===== src/rtl/led_fade_pkg.sv =====
// Shared types and defaults for the RGB LED fade sequencer.
// The gamma helper is used by pwm_channel when LED_FADE_GAMMA_EN is defined.
package led_fade_pkg;

  localparam int unsigned PWM_W_DEF  = 12;
  localparam int unsigned RATE_W_DEF = 8;

  typedef enum logic {
    IDLE = 1'b0,
    RAMP = 1'b1
  } state_t;

  // Perceptual curve: (x * x) >> w, valid for levels up to 32 bits wide.
  function automatic logic [31:0] gamma(input logic [31:0] lvl, input int unsigned w);
    logic [63:0] sq;
    sq = 64'(lvl) * 64'(lvl);
    sq = sq >> w;
    return sq[31:0];
  endfunction

endpackage


===== src/rtl/led_fade_ctrl_pwm_channel.sv =====
// One PWM compare channel: duty shadow register reloaded on tick, active-low pin.
// Build option LED_FADE_GAMMA_EN inserts the gamma stage in front of the duty register.
module pwm_channel
  import led_fade_pkg::*;
#(
  parameter int unsigned PWM_W = PWM_W_DEF
) (
  input  logic             clk,
  input  logic             rst_n,
  input  logic             tick,
  input  logic [PWM_W-1:0] cnt_nxt,
  input  logic [PWM_W-1:0] level_src,
  output logic             led
);

  logic [PWM_W-1:0] duty;
  logic [PWM_W-1:0] duty_src;
  logic [PWM_W-1:0] duty_nxt;

`ifdef LED_FADE_GAMMA_EN
  assign duty_src = PWM_W'(gamma(32'(level_src), PWM_W));
`else
  assign duty_src = level_src;
`endif

  assign duty_nxt = tick ? duty_src : duty;

  // Pin is computed from next-cycle counter/duty so the flop tracks the compare exactly.
  always_ff @(posedge clk or negedge rst_n) begin
    if (!rst_n) begin
      duty <= '0;
      led  <= 1'b1;
    end else begin
      duty <= duty_nxt;
      led  <= (cnt_nxt >= duty_nxt);
    end
  end

endmodule


===== src/rtl/led_fade_ctrl.sv =====
// RGB LED brightness sequencer: accepts fade commands and ramps three PWM levels.
// Optional gamma-corrected duty via LED_FADE_GAMMA_EN (see pwm_channel).
module led_fade_ctrl
  import led_fade_pkg::*;
#(
  parameter int unsigned PWM_W  = PWM_W_DEF,
  parameter int unsigned RATE_W = RATE_W_DEF
) (
  input  logic              clk,
  input  logic              rst_n,
  input  logic              cmd_valid,
  output logic              cmd_ready,
  input  logic [PWM_W-1:0]  cmd_r,
  input  logic [PWM_W-1:0]  cmd_g,
  input  logic [PWM_W-1:0]  cmd_b,
  input  logic [RATE_W-1:0] cmd_rate,
  output logic              led_r,
  output logic              led_g,
  output logic              led_b,
  output logic              busy,
  output logic              done
);

  localparam int unsigned N_CH = 3;

  state_t            state, state_d;
  logic [PWM_W-1:0]  pwm_cnt, cnt_nxt;
  logic [RATE_W-1:0] div_cnt, div_d;
  logic [RATE_W-1:0] rate_q, rate_d;
  logic [PWM_W-1:0]  level_q  [N_CH];
  logic [PWM_W-1:0]  level_d  [N_CH];
  logic [PWM_W-1:0]  target_q [N_CH];
  logic [PWM_W-1:0]  target_d [N_CH];
  logic [PWM_W-1:0]  step_lvl [N_CH];
  logic [PWM_W-1:0]  duty_src [N_CH];
  logic [PWM_W-1:0]  cmd_lvl  [N_CH];
  logic [N_CH-1:0]   led_vec;
  logic              tick, accept, step_now, all_eq, done_d;

  assign cmd_lvl[0] = cmd_r;
  assign cmd_lvl[1] = cmd_g;
  assign cmd_lvl[2] = cmd_b;

  assign tick    = &pwm_cnt;
  assign cnt_nxt = pwm_cnt + 1'b1;
  assign accept  = cmd_valid && cmd_ready;

  // Step toward target without wrapping; equal channels hold.
  always_comb begin
    all_eq = 1'b1;
    for (int i = 0; i < N_CH; i++) begin
      step_lvl[i] = level_q[i];
      if (level_q[i] < target_q[i]) begin
        step_lvl[i] = level_q[i] + 1'b1;
      end else if (level_q[i] > target_q[i]) begin
        step_lvl[i] = level_q[i] - 1'b1;
      end
      if (step_lvl[i] != target_q[i]) begin
        all_eq = 1'b0;
      end
    end
  end

  assign step_now = (state == RAMP) && tick && (div_cnt <= RATE_W'(1));

  // Duty reload sees the stepped level on a step tick, otherwise the committed level.
  always_comb begin
    for (int i = 0; i < N_CH; i++) begin
      duty_src[i] = step_now ? step_lvl[i] : level_q[i];
    end
  end

  always_comb begin
    state_d  = state;
    div_d    = div_cnt;
    rate_d   = rate_q;
    level_d  = level_q;
    target_d = target_q;
    done_d   = 1'b0;
    case (state)
      IDLE: begin
        if (accept) begin
          target_d = cmd_lvl;
          rate_d   = cmd_rate;
          if (cmd_rate == '0) begin
            level_d = cmd_lvl;
            done_d  = 1'b1;
          end else begin
            div_d   = cmd_rate;
            state_d = RAMP;
          end
        end
      end
      RAMP: begin
        if (tick) begin
          if (div_cnt > RATE_W'(1)) begin
            div_d = div_cnt - 1'b1;
          end else begin
            level_d = step_lvl;
            div_d   = rate_q;
            if (all_eq) begin
              state_d = IDLE;
              done_d  = 1'b1;
            end
          end
        end
      end
      default: state_d = IDLE;
    endcase
  end

  always_ff @(posedge clk or negedge rst_n) begin
    if (!rst_n) begin
      state     <= IDLE;
      pwm_cnt   <= '0;
      div_cnt   <= '0;
      rate_q    <= '0;
      cmd_ready <= 1'b1;
      busy      <= 1'b0;
      done      <= 1'b0;
      for (int i = 0; i < N_CH; i++) begin
        level_q[i]  <= '0;
        target_q[i] <= '0;
      end
    end else begin
      state     <= state_d;
      pwm_cnt   <= cnt_nxt;
      div_cnt   <= div_d;
      rate_q    <= rate_d;
      cmd_ready <= (state_d == IDLE);
      busy      <= (state_d == RAMP);
      done      <= done_d;
      level_q   <= level_d;
      target_q  <= target_d;
    end
  end

  for (genvar c = 0; c < N_CH; c++) begin : g_ch
    pwm_channel #(.PWM_W(PWM_W)) u_ch (
      .clk       (clk),
      .rst_n     (rst_n),
      .tick      (tick),
      .cnt_nxt   (cnt_nxt),
      .level_src (duty_src[c]),
      .led       (led_vec[c])
    );
  end

  assign led_r = led_vec[0];
  assign led_g = led_vec[1];
  assign led_b = led_vec[2];

endmodule


===== config.mk =====
export PLATFORM = sky130hd
export DESIGN_NAME = led_fade_ctrl
export DESIGN_NICKNAME = d
export VERILOG_FILES = /design/src/rtl/led_fade_pkg.sv /design/src/rtl/led_fade_ctrl_pwm_channel.sv /design/src/rtl/led_fade_ctrl.sv
export SDC_FILE = /design/constraint.sdc
export NUM_CORES = 1
export LEC_CHECK = 0
export BUFFER_PORTS_ARGS = -buffer_cell sky130_fd_sc_hd__buf_2
export CAP_MARGIN = 15
export CORE_UTILIZATION = 40
export CTS_CLUSTER_DIAMETER = 200
export CTS_CLUSTER_SIZE = 12
export DETAILED_ROUTE_END_ITERATION = 10
export SYNTH_ARGS = -nofsm -noshare
export SYNTH_HDL_FRONTEND = slang
export SYNTH_SLANG_ARGS = --single-unit

===== constraint.sdc =====
create_clock -name clk -period 9.81 [get_ports clk]
set_input_delay 1.4715 -clock clk [delete_from_list [all_inputs] [get_ports clk]]
set_output_delay 1.4715 -clock clk [all_outputs]
set_load 0.1 [all_outputs]

==> run_results.csv <==
group,metric,value,unit
clock_network,htreeDepth,4,
yosys,syn-cell-area,11300,um^2
floorplan,die_w,170,um
floorplan,start_util,40.7,%
setup_path,crit_buf_inv,0,
timing,worst_slack,4960,ps
yosys,yosysUniqueCellTypes,81,
setup_path,reg2reg_from,"level_q[31]",
setup_path,worst-setup-path-type,"flip-flop to flip-flop",
yosys,ys_seq_area_share,31.4,%
run_status,status,"finished clean",
setup_path,critPathArrivalTime,5200,ps
drt,via_count,10100,
floorplan,core_area,27900,um^2
power_and_ir_drop,peakVddDrop,0.000153,V
power_and_ir_drop,intPower,1.34,mW
power_and_ir_drop,seqPwrFrac,37.1,%
timing,finalCritPeriodShare,49.4,%
global_routing,antenna_found_initial,0,
power_and_ir_drop,p_total,2.07,mW
power_and_ir_drop,clockPowerShare,33.3,%
timing,rsz0062_at_grt,"false",
place,gp_congestion,0.916,
setup_path,critPathTopFamily,"compound AO/OA/AOI/OAI gates",
clock_network,clkSinkCount,142,
layout,multiInputGateArea,7190,um^2
yosys,synth_ff_type,"dfrtp_1",
clock_network,cts_root_buffer,"clkbuf_16",
floorplan,ios,53,
power_and_ir_drop,p_sw_share,35.5,%
power_and_ir_drop,power.density,167,nW/um^2
floorplan,die_h,170,um
layout,synthToLayoutAreaGrowth,9.49,%
drt,first_pass_iters,6,
setup_path,r2r-end,"g_ch[0].u_ch.led",
yosys,synth_cells,1316,
setup_path,max_stage_delay,900,ps
hold_path,hold_end,"g_ch[1].u_ch.duty[6]",
layout,nFillCells,2739,
drt,vias_per_cell,5.94,
yosys,synth_nets,1444,
clock_network,clock_path_buffers,2,
place,preCtsSetupSlack,5130,ps
clock_network,cts_tree,"built",
timing,relSlewSlack,34.7,%
global_routing,grt_max_degree,79,
layout,layout-drive-gt1-share,13.9,%
timing,fin_skew,9.92,ps
yosys,synthArstFlopShare,100,%
setup_path,endpoint_kind,"flip-flop",
flow_run,drv_cap,0,
setup_path,crit_slowest_cell,"a211oi_1",
timing,tightestPinTransition,973,ps
clock_network,numCtsBuffers,17,
power_and_ir_drop,switchingPower,0.736,mW
layout,final_nets,1441,
yosys,ys_warn_count,0,
power_and_ir_drop,comb_power_share,29.6,%
drt,drc,0,
floorplan,dieArea,29000,um^2
drt,drtAntennaViolNets,0,
place,post-dp-hpwl,25400,um
clock_network,ctsResizeCount,0,
clock_network,cts_setup_buffers,0,
hold_path,holdPathStages,1,
setup_path,crit_chain,"ha_1 -> nand4_1 -> a211oi_1 -> nor2_1 -> nor2_1 -> a21oi_1 -> or3_1 -> nand3_1 -> o21ai_0 -> ha_1 -> a21o_1 -> a21o_1 -> a21o_1 -> a21oi_1 -> o21ai_0 -> a31oi_1 -> o21ai_0",
place,io_buffers,52,
hold_path,hold_start,"g_ch[1].u_ch.duty[6]",
drt,wl,34800,um
hold_path,worstHoldPathType,"flip-flop to flip-flop",
clock_network,cts_hold_buf,0,
layout,regArea,3560,um^2
setup_path,critical_path_required,10170,ps
setup_path,path_max_fanout,15,
drt,wl_per_cell,20.4,um
global_routing,grt_pass1_wl,55600,um
drt,drt_iter0_drc,882,
global_routing,grt.total_usage,24.9,%
layout,final_core_util,44.5,%
setup_path,reg2reg_depth,17,
clock_network,clock_latency,430,ps
timing,setup_viol,0,
yosys,syn_avg_cell_area,8.61,um^2
timing,slew_violations,0,
timing,finalSetupTns,0,ps
power_and_ir_drop,power.leakage,5.16,nW
timing,min_period,4850,ps
clock_network,clk_pin_slew_worst_paths,60,ps
floorplan,rows,61,
global_routing,grt-ovfl-total,0,
timing,hold_violations,0,
timing,max_freq,206,MHz
setup_path,critPathLaunchType,"flip-flop",
layout,diodes,0,
global_routing,grt_pass1_vias,9704,
setup_path,ff2ff_setup_slack,4960,ps
yosys,ys_seq_elements,142,
yosys,synth_edf_count,0,
[worst register-to-register path, stage by stage, from the launching register on]
cell      delay (ps)
dfrtp_1          580
ha_1             430
nand4_1          280
a211oi_1         900
nor2_1           370
nor2_1           190
a21oi_1          100
or3_1            350
nand3_1          140
o21ai_0          140
ha_1             320
a21o_1           160
a21o_1           180
a21o_1           170
a21oi_1          130
o21ai_0           90
a31oi_1          150
o21ai_0          100
[layout make-up]
cell class | count | area share [%]
Inverter | 60 | 1.81
Clock buffer | 20 | 3.68
Multi-Input combinational cell | 1029 | 57.9
Tap cell | 378 | 3.81
Sequential cell | 142 | 28.7
Timing Repair Buffer | 63 | 2.81
Clock inverter | 12 | 1.29
[cells by family after synthesis]
| logic type | after synthesis | synth area share, % |
|---|---|---|
| buffers and inverters | 145 | 5.32 |
| adder cells (fa/ha/maj) | 82 | 9.03 |
| AO/OA/AOI/OAI | 406 | 23.2 |
| AND/OR/NAND/NOR | 383 | 17.4 |
| XOR/XNOR | 79 | 6.11 |
| flip-flops | 142 | 31.4 |
| multiplexers | 79 | 7.55 |
[flip-flops by register name, indices dropped and copies added, names as in the netlist]
signal,count
rate_q,8
g_ch.u_ch.led,3
target_q,36
cmd_ready,1
div_cnt,8
g_ch.u_ch.duty,36
pwm_cnt,12
done,1
state,1
level_q,36
[cell usage in the layout, fill, tap and decap left out, types with 20 or more instances in the layout]
cell	netlist	routed
a21oi_1	87	87
mux2_2	52	52
nand2_1	104	104
o22ai_1	39	39
nor3_1	26	26
nor2_1	50	49
dfrtp_1	138	137
o21ai_0	113	113
mux2i_1	27	27
xnor2_1	44	44
ha_1	81	81
xor2_1	35	35
buf_2	11	51
inv_1	60	60
o21a_1	31	31
or3_1	20	20
nand3_1	70	69
[worst max path at each step]
stage	startpoint	to	slack (ps)	cells after the start
detailed placement	level_q[31]	g_ch[0].u_ch.led	5130	17
finish	level_q[31]	g_ch[0].u_ch.led	4960	17
floorplan	state	g_ch[1].u_ch.led	5830	18
global placement	level_q[31]	g_ch[0].u_ch.led	5140	17
global route	level_q[31]	g_ch[0].u_ch.led	4690	17
CTS	level_q[31]	g_ch[0].u_ch.led	5080	17
[power by group through the flow]
| stage | combinational, mW | sequential (mW) | clock (mW) |
|---|---|---|---|
| 4_1_cts | 0.612 | 0.767 | 0.708 |
| 3_5_place_dp | 0.605 | 0.777 | 0 |
| 3_3_place_gp | 0.602 | 0.774 | 0 |
| 2_1_floorplan | 0.442 | 0.743 | 0 |
| 5_1_grt | 0.681 | 0.779 | 0.733 |
| 6_report | 0.614 | 0.769 | 0.691 |
[routing by layer]
metal / part of all wire, % / track usage, % / vias to the layer above
met1: 47 / 34.3 / 4904
met5: 0 / 0 / -
met4: 2.3 / 7.44 / 0
li1: - / - / 4889
met3: 4.8 / 3.72 / 48
met2: 46 / 40.0 / 273
[Yosys cell counts, types with 39 or more instances]
| master | n | share of area, % |
|---|---|---|
| a21oi_1 | 87 | 3.8 |
| clkbuf_1 | 59 | 2.0 |
| dfrtp_1 | 138 | 30 |
| ha_1 | 81 | 8.9 |
| inv_1 | 60 | 2.0 |
| mux2_2 | 52 | 5.2 |
| nand2_1 | 104 | 3.4 |
| nand3_1 | 70 | 3.1 |
| nor2_1 | 50 | 1.7 |
| o21ai_0 | 113 | 5.0 |
| o22ai_1 | 39 | 2.2 |
| xnor2_1 | 44 | 3.4 |
[metrics by stage]
stage                     cell area, um^2  hold slack, ps  instances
after CTS                           12400             488       1704
after floorplan                     11300             444       1316
after global routing                12400             494       1704
after detailed placement            11800             472       1672
after global placement              11800             458       1672
final                               12400             485       1704
(Power assumes the default switching activity.)
